--- src/rtl/mult_div_pkg.sv ---
// Shared encodings for the iterative multiply/divide unit.
package mult_div_pkg;

  typedef enum logic [1:0] {
    OP_MULT  = 2'b00,
    OP_MULTU = 2'b01,
    OP_DIV   = 2'b10,
    OP_DIVU  = 2'b11
  } op_e;

  typedef enum logic [1:0] {
    S_IDLE  = 2'b00,
    S_CALC  = 2'b01,
    S_FIXUP = 2'b10,
    S_DONE  = 2'b11
  } state_e;

  function automatic logic op_is_div(input op_e o);
    return (o == OP_DIV) || (o == OP_DIVU);
  endfunction

  function automatic logic op_is_signed(input op_e o);
    return (o == OP_MULT) || (o == OP_DIV);
  endfunction

endpackage

--- src/rtl/mult_div_unit_if.sv ---
// Request/result bundle between the EX stage and the multiply/divide unit.
interface mult_div_unit_if #(parameter int WIDTH = 32);
  logic             start;
  logic [1:0]       op;
  logic [WIDTH-1:0] operandA;
  logic [WIDTH-1:0] operandB;
  logic             busy;
  logic             done;
  logic [WIDTH-1:0] hi;
  logic [WIDTH-1:0] lo;
  logic             divByZero;

  modport master (
    output start, op, operandA, operandB,
    input  busy, done, hi, lo, divByZero
  );

  modport slave (
    input  start, op, operandA, operandB,
    output busy, done, hi, lo, divByZero
  );
endinterface

--- src/rtl/md_step.sv ---
// One iteration of the shared datapath: shift-add multiply or restoring divide.
module md_step #(
  parameter int WIDTH = 32
) (
  input  logic               is_div,
  input  logic [2*WIDTH-1:0] acc_in,
  input  logic [WIDTH-1:0]   operand,
  output logic [2*WIDTH-1:0] acc_out
);

  logic [WIDTH:0]   sum;
  logic [WIDTH:0]   part_rem;
  logic [WIDTH-1:0] diff;
  logic             ge;

  always_comb begin
    sum      = {1'b0, acc_in[2*WIDTH-1:WIDTH]} + (acc_in[0] ? {1'b0, operand} : '0);
    part_rem = {acc_in[2*WIDTH-1:WIDTH], acc_in[WIDTH-1]};
    // A set top bit means the partial remainder already exceeds any divisor.
    ge       = part_rem[WIDTH] | (part_rem[WIDTH-1:0] >= operand);
    diff     = part_rem[WIDTH-1:0] - operand;
    if (is_div)
      acc_out = {(ge ? diff : part_rem[WIDTH-1:0]), acc_in[WIDTH-2:0], ge};
    else
      acc_out = {sum, acc_in[WIDTH-1:1]};
  end

endmodule

--- src/rtl/mult_div_unit.sv ---
// Iterative 32-bit MULT/MULTU/DIV/DIVU unit producing HI/LO, one result bit per cycle.
module mult_div_unit
  import mult_div_pkg::*;
#(
  parameter int WIDTH = 32,
  parameter int CNT_W = $clog2(WIDTH) + 1
) (
  input  logic           clk,
  input  logic           rst,
  mult_div_unit_if.slave bus
);

  state_e state, state_nx;
  logic   accept, busy_c, done_c;

  logic [CNT_W-1:0]   cnt;
  logic [2*WIDTH-1:0] acc, acc_step;
  logic [WIDTH-1:0]   opnd, a_raw;
  logic               is_div, neg_lo, neg_hi, b_zero;
  logic [WIDTH-1:0]   hi_q, lo_q;
  logic               dbz_q;

  op_e              op_in;
  logic             div_in, sa_in, sb_in;
  logic [WIDTH-1:0] mag_a, mag_b;

  logic [2*WIDTH-1:0] prod;
  logic [WIDTH-1:0]   quo, rem, res_hi, res_lo;

  always_ff @(posedge clk or negedge rst) begin
    if (!rst) state <= S_IDLE;
    else      state <= state_nx;
  end

  always_comb begin
    state_nx = state;
    accept   = 1'b0;
    busy_c   = 1'b0;
    done_c   = 1'b0;
    case (state)
      S_IDLE: if (bus.start) begin
        accept   = 1'b1;
        state_nx = S_CALC;
      end
      S_CALC: begin
        busy_c = 1'b1;
        if (cnt == CNT_W'(WIDTH - 1)) state_nx = S_FIXUP;
      end
      S_FIXUP: begin
        busy_c   = 1'b1;
        state_nx = S_DONE;
      end
      S_DONE: begin
        done_c = 1'b1;
        if (bus.start) begin
          accept   = 1'b1;
          state_nx = S_CALC;
        end else begin
          state_nx = S_IDLE;
        end
      end
      default: state_nx = S_IDLE;
    endcase
  end

  always_comb begin
    op_in  = op_e'(bus.op);
    div_in = op_is_div(op_in);
    sa_in  = op_is_signed(op_in) & bus.operandA[WIDTH-1];
    sb_in  = op_is_signed(op_in) & bus.operandB[WIDTH-1];
    mag_a  = sa_in ? (~bus.operandA + 1'b1) : bus.operandA;
    mag_b  = sb_in ? (~bus.operandB + 1'b1) : bus.operandB;
  end

  md_step #(.WIDTH(WIDTH)) u_step (
    .is_div  (is_div),
    .acc_in  (acc),
    .operand (opnd),
    .acc_out (acc_step)
  );

  // Signs are stripped at launch and reapplied here; the datapath only sees magnitudes.
  always_comb begin
    prod   = neg_lo ? (~acc + 1'b1) : acc;
    quo    = neg_lo ? (~acc[WIDTH-1:0] + 1'b1) : acc[WIDTH-1:0];
    rem    = neg_hi ? (~acc[2*WIDTH-1:WIDTH] + 1'b1) : acc[2*WIDTH-1:WIDTH];
    res_hi = prod[2*WIDTH-1:WIDTH];
    res_lo = prod[WIDTH-1:0];
    if (is_div) begin
      res_hi = b_zero ? a_raw : rem;
      res_lo = b_zero ? '1    : quo;
    end
  end

  always_ff @(posedge clk or negedge rst) begin
    if (!rst) begin
      cnt    <= '0;
      acc    <= '0;
      opnd   <= '0;
      a_raw  <= '0;
      is_div <= 1'b0;
      neg_lo <= 1'b0;
      neg_hi <= 1'b0;
      b_zero <= 1'b0;
      hi_q   <= '0;
      lo_q   <= '0;
      dbz_q  <= 1'b0;
    end else begin
      if (accept) begin
        cnt    <= '0;
        is_div <= div_in;
        neg_lo <= sa_in ^ sb_in;
        neg_hi <= div_in ? sa_in : (sa_in ^ sb_in);
        b_zero <= (bus.operandB == '0);
        a_raw  <= bus.operandA;
        acc    <= {{WIDTH{1'b0}}, (div_in ? mag_a : mag_b)};
        opnd   <= div_in ? mag_b : mag_a;
      end else if (state == S_CALC) begin
        acc <= acc_step;
        cnt <= cnt + CNT_W'(1);
      end
      if (state == S_FIXUP) begin
        hi_q  <= res_hi;
        lo_q  <= res_lo;
        dbz_q <= is_div & b_zero;
      end
    end
  end

  assign bus.busy      = busy_c;
  assign bus.done      = done_c;
  assign bus.hi        = hi_q;
  assign bus.lo        = lo_q;
  assign bus.divByZero = dbz_q;

endmodule
--- src/flat_wrapper.sv ---
// flat-port wrapper written by rule: the top's interface ports become plain ports
module mult_div_unit_flat import mult_div_pkg::*;
#(
  parameter int WIDTH = 32,
  parameter int CNT_W = $clog2(WIDTH) + 1
)
  (clk, rst, bus_start, bus_op, bus_operandA, bus_operandB, bus_busy, bus_done, bus_hi, bus_lo, bus_divByZero);
  mult_div_unit_if #(.WIDTH(WIDTH)) bus_i ();
  input  logic clk;
  input  logic rst;
  input wire logic [$bits(bus_i.start)-1:0] bus_start;
  input wire logic [$bits(bus_i.op)-1:0] bus_op;
  input wire logic [$bits(bus_i.operandA)-1:0] bus_operandA;
  input wire logic [$bits(bus_i.operandB)-1:0] bus_operandB;
  output wire logic [$bits(bus_i.busy)-1:0] bus_busy;
  output wire logic [$bits(bus_i.done)-1:0] bus_done;
  output wire logic [$bits(bus_i.hi)-1:0] bus_hi;
  output wire logic [$bits(bus_i.lo)-1:0] bus_lo;
  output wire logic [$bits(bus_i.divByZero)-1:0] bus_divByZero;
  assign bus_i.start = bus_start;
  assign bus_i.op = bus_op;
  assign bus_i.operandA = bus_operandA;
  assign bus_i.operandB = bus_operandB;
  assign bus_busy = bus_i.busy;
  assign bus_done = bus_i.done;
  assign bus_hi = bus_i.hi;
  assign bus_lo = bus_i.lo;
  assign bus_divByZero = bus_i.divByZero;
  mult_div_unit #(.WIDTH(WIDTH), .CNT_W(CNT_W)) u_core (.clk(clk), .rst(rst), .bus(bus_i));
endmodule
--- config.mk ---
export PLATFORM = sky130hd
export DESIGN_NAME = mult_div_unit_flat
export DESIGN_NICKNAME = d
export VERILOG_FILES = /design/src/rtl/mult_div_pkg.sv /design/src/rtl/mult_div_unit_if.sv /design/src/rtl/md_step.sv /design/src/rtl/mult_div_unit.sv /design/src/flat_wrapper.sv
export SDC_FILE = /design/constraint.sdc
export NUM_CORES = 1
export LEC_CHECK = 0
export ABC_CLOCK_PERIOD_IN_PS = 3700
export CAP_MARGIN = 20
export CORE_ASPECT_RATIO = 1.2
export CORE_MARGIN = 3
export CORE_UTILIZATION = 50
export DETAILED_ROUTE_END_ITERATION = 10
export PLACE_DENSITY = 0.69
export SYNTH_ARGS = -nofsm -noshare
export SYNTH_HDL_FRONTEND = slang
export SYNTH_SLANG_ARGS = --single-unit
--- constraint.sdc ---
create_clock -name clk -period 3.7 [get_ports clk]
set_input_delay 0.74 -clock clk [delete_from_list [all_inputs] [get_ports clk]]
set_output_delay 0.74 -clock clk [all_outputs]
set_load 0.01 [all_outputs]
==> impl_metrics.toml <==
[run_status]
status = "completed"

[die]
core-area_mm2 = 0.0327
initial_core_util_pct = 51.5
rows = 72
fp.dieH_um = 207
die_w_um = 173
die_area_mm2 = 0.0359
pin_count = 136

[yosys]
synthAdderAreaFrac_pct = 5.74
yosysTopAreaCell = "dfrtp_1"
synth_edf_count = 0
post-synth-top-area-fraction_pct = 30.5
synthTopCellsByArea = "dfrtp_1, nand2_1, o21ai_0"
ys_seq_elements = 205
netlist_area_mm2 = 0.0168
synth_nets = 2372
synth_ff_type = "dfrtp_1"
synthMuxAreaShare_pct = 3.36
synth-simple-area-share_pct = 20.7
ys_types = 71
synth_top_family_by_area = "compound AO/OA/AOI/OAI gates"
synth.avg_cell_area_um2 = 7.56
synth-async-reset-ratio_pct = 100
synth_warnings = 0
synth_compound_area_share_pct = 24.8
yosysSeqAreaShare_pct = 30.5
synthXorXnorAreaFrac_pct = 9.73
netlist_instances = 2227

[sta]
worst_slew_pin_slew_ps = 933
clock.fmax_mhz = 278
clock-skew-final_ps = 32.4
finalSetupTns_ps = 0
slew-limit-headroom_pct = 37.4
final-setup-viol-count = 0
slew_viol_final = 0
finalCritPeriodShare_pct = 97.1
fin_crit_ps = 3590
hold_violations = 0
hold_slack_ps = 184

[grt]
grt_overflow = 0
antenna_found_initial = 1
grt_pass1_vias = 16900
grt_pass1_wl_mm = 98.8
grt_usage_pct = 35.2
grt_max_degree = 136

[place]
place_congestion = 1.09
io_buffers = 135
hpwl_mm = 49.0
place_inst = 2790

[route]
wl_mm = 64.9
vias_per_cell = 6.22
drcViolationCount = 0
avgRoutedWirePerCell_um = 22.9
drt_iter0_markers = 1664
antenna_left = 0
dr.pass1.iters = 5
num_vias = 17600

[worst_setup_path]
crit_chain = "or4_4, or3_1, or4_4, or3_4, or2_4, or4_4, nand3_1, o21a_1, nor2_1, nor3_2"
critPathMaxStageDelay_ps = 540
crit_top_cell = "or4_4"
required_ps = 4180
crit_slowest_cell = "or4_4"
worstPathMaxFanout = 14
end_kind = "flop"
start_kind = "flop"
crit_arrival_ps = 4070
crit_type = "flop to flop"

[power_and_ir_drop]
p_leak_uw = 0.00862
pwr_density_cell_mw_per_mm2 = 995
ir_drop_mv = 0.812
power_uw = 20100

[final_layout]
post-route-util_pct = 61.7
final_nets = 2518
nFillCells = 2980
final_cells = 2834
syn_to_final_growth_pct = 20.0
drive_gt1_share_pct = 9.04

[hold_path]
hold_path_class = "input port to asynchronous set/reset pin"

[clock_network]
cts_tree = "built"
clkTransAtPathRegs_ps = 60
cts_buffers = 24
clock-sinks = 205
clk_path_buf_depth = 3
clock_latency_ps = 560
hold_buffers = 0
h-tree-depth = 1
cts_root_buf = "clkbuf_16"

[job]
drv_cap = 0
[cell type report]
class                      count  area [µm²]  area share [%]
sequential                   205        5130            25.4
antenna                        1        2.50          0.0124
multi-input combinational   1792       10900            54.0
clock buffer                  33         654            3.24
inverter                      77         289            1.43
clock inverter                 9         131           0.651
timing repair buffer         273        2530            12.5
tap                          444         556            2.75
[synth_stat cells, types with 5 or more instances]
cell type and count:
a211oi_1 17, or2_2 8, a21o_1 19, nand2_1 325
nor4b_1 5, xnor2_1 86, ha_1 74, nor3_1 44
o41ai_1 16, o21ai_0 239, inv_1 76, a21boi_0 5
nor4_1 15, a22o_1 5, a31oi_1 24, o21bai_1 9
o211ai_1 73, dfrtp_1 205, buf_1 13, nand4_1 16
o21a_1 10, nand3_1 35, xor2_1 101, nor3b_1 7
o31ai_1 25, and2_1 5, clkbuf_1 137, nor2_1 230
nor2b_1 17, or4_4 5, nand2b_1 23, o221ai_1 5
or3_1 17, o22ai_1 12, a21oi_1 194, or4_1 11
mux2i_1 52
[kinds of logic (layout without fill, tap and decap cells)]
| logic type | count (synthesis) | after routing |
|---|---|---|
| AO/OA/AOI/OAI | 694 | 694 |
| XOR/XNOR | 187 | 187 |
| adder cells (fa/ha/maj) | 76 | 76 |
| buffers and inverters | 230 | 392 |
| flip-flops | 205 | 205 |
| multiplexers | 56 | 56 |
| other | 0 | 1 |
| AND/OR/NAND/NOR | 779 | 779 |
[stage by stage]
| step | setup slack (ps) | area [µm²] |
|---|---|---|
| floorplan | 77.0 | 16800 |
| global placement | 18.4 | 19300 |
| detailed placement | -46.8 | 19300 |
| CTS | 53.3 | 20100 |
| global route | -15.4 | 20200 |
| finish | 107 | 20200 |
[power breakdown]
group / internal, µW / total (µW) / switching, µW / leakage (µW)
Sequential: 3340 / 4380 / 1040 / 0.00248
Combinational: 5250 / 13200 / 7980 / 0.00575
Clock: 1440 / 2460 / 1020 / 0.000387
Total: 10000 / 20100 / 10000 / 0.00862
[layout by cell type (no fill, tap or decap), types with 23 or more instances in the layout]
| cell | synthesis | routed |
|---|---|---|
| buf_4 | 0 | 128 |
| a21oi_1 | 194 | 192 |
| o211ai_1 | 73 | 73 |
| nand2_1 | 325 | 325 |
| ha_1 | 74 | 72 |
| a31oi_1 | 24 | 23 |
| dfrtp_1 | 205 | 203 |
| clkdlybuf4s50_1 | 0 | 133 |
| nand3_1 | 35 | 35 |
| inv_1 | 76 | 75 |
| o31ai_1 | 25 | 25 |
| xor2_1 | 101 | 101 |
| o21ai_0 | 239 | 238 |
| clkbuf_16 | 0 | 24 |
| xnor2_1 | 86 | 86 |
| mux2i_1 | 52 | 52 |
| nor2_1 | 230 | 229 |
| nor3_1 | 44 | 44 |
[sequential cells by signal, summed over array words and instances, names as in the netlist]
register and count:
u_core.bus.hi 32, u_core.b_zero 1, u_core.state 2, u_core.neg_hi 1, u_core.a_raw 32, u_core.acc 64
u_core.is_div 1, u_core.bus.lo 32, u_core.neg_lo 1, u_core.cnt 6, u_core.bus.divByZero 1, u_core.opnd 32
[worst max-delay path: cells and delay by family, from the launching register on]
kind,cells,cell delay [ps]
simple gates,9,3010
compound gates,1,140
flops,1,370
[routing by layer]
metal	vias up	wire length [µm]	global-route usage (%)
li1	8160	-	-
met1	8448	26100	44.5
met2	827	29200	57.5
met3	180	5230	5.53
met4	0	4350	20.7
met5	-	0	0
[what timing repair did]
item | in CTS | in global routing
resized for setup | 0 | 8
setup buffers | 0 | 0
endpoints found under the setup margin | 0 | 8
[path summary, 6_finish.rpt]
path | end | slack (ps) | start | cells past startpoint
setup / recovery | u_core.bus.hi[6] | 110 | u_core.acc[12] | 10
hold / removal | u_core.bus.lo[15] | 180 | rst | 1
setup reg to reg | u_core.bus.hi[6] | 110 | u_core.acc[12] | 10
hold reg to reg | u_core.a_raw[31] | 480 | u_core.a_raw[31] | 2
max in group asynchronous | u_core.opnd[16] | 2740 | rst | 2
min in group clk | u_core.a_raw[31] | 480 | u_core.a_raw[31] | 2
Power figures use the tool's default switching activity.
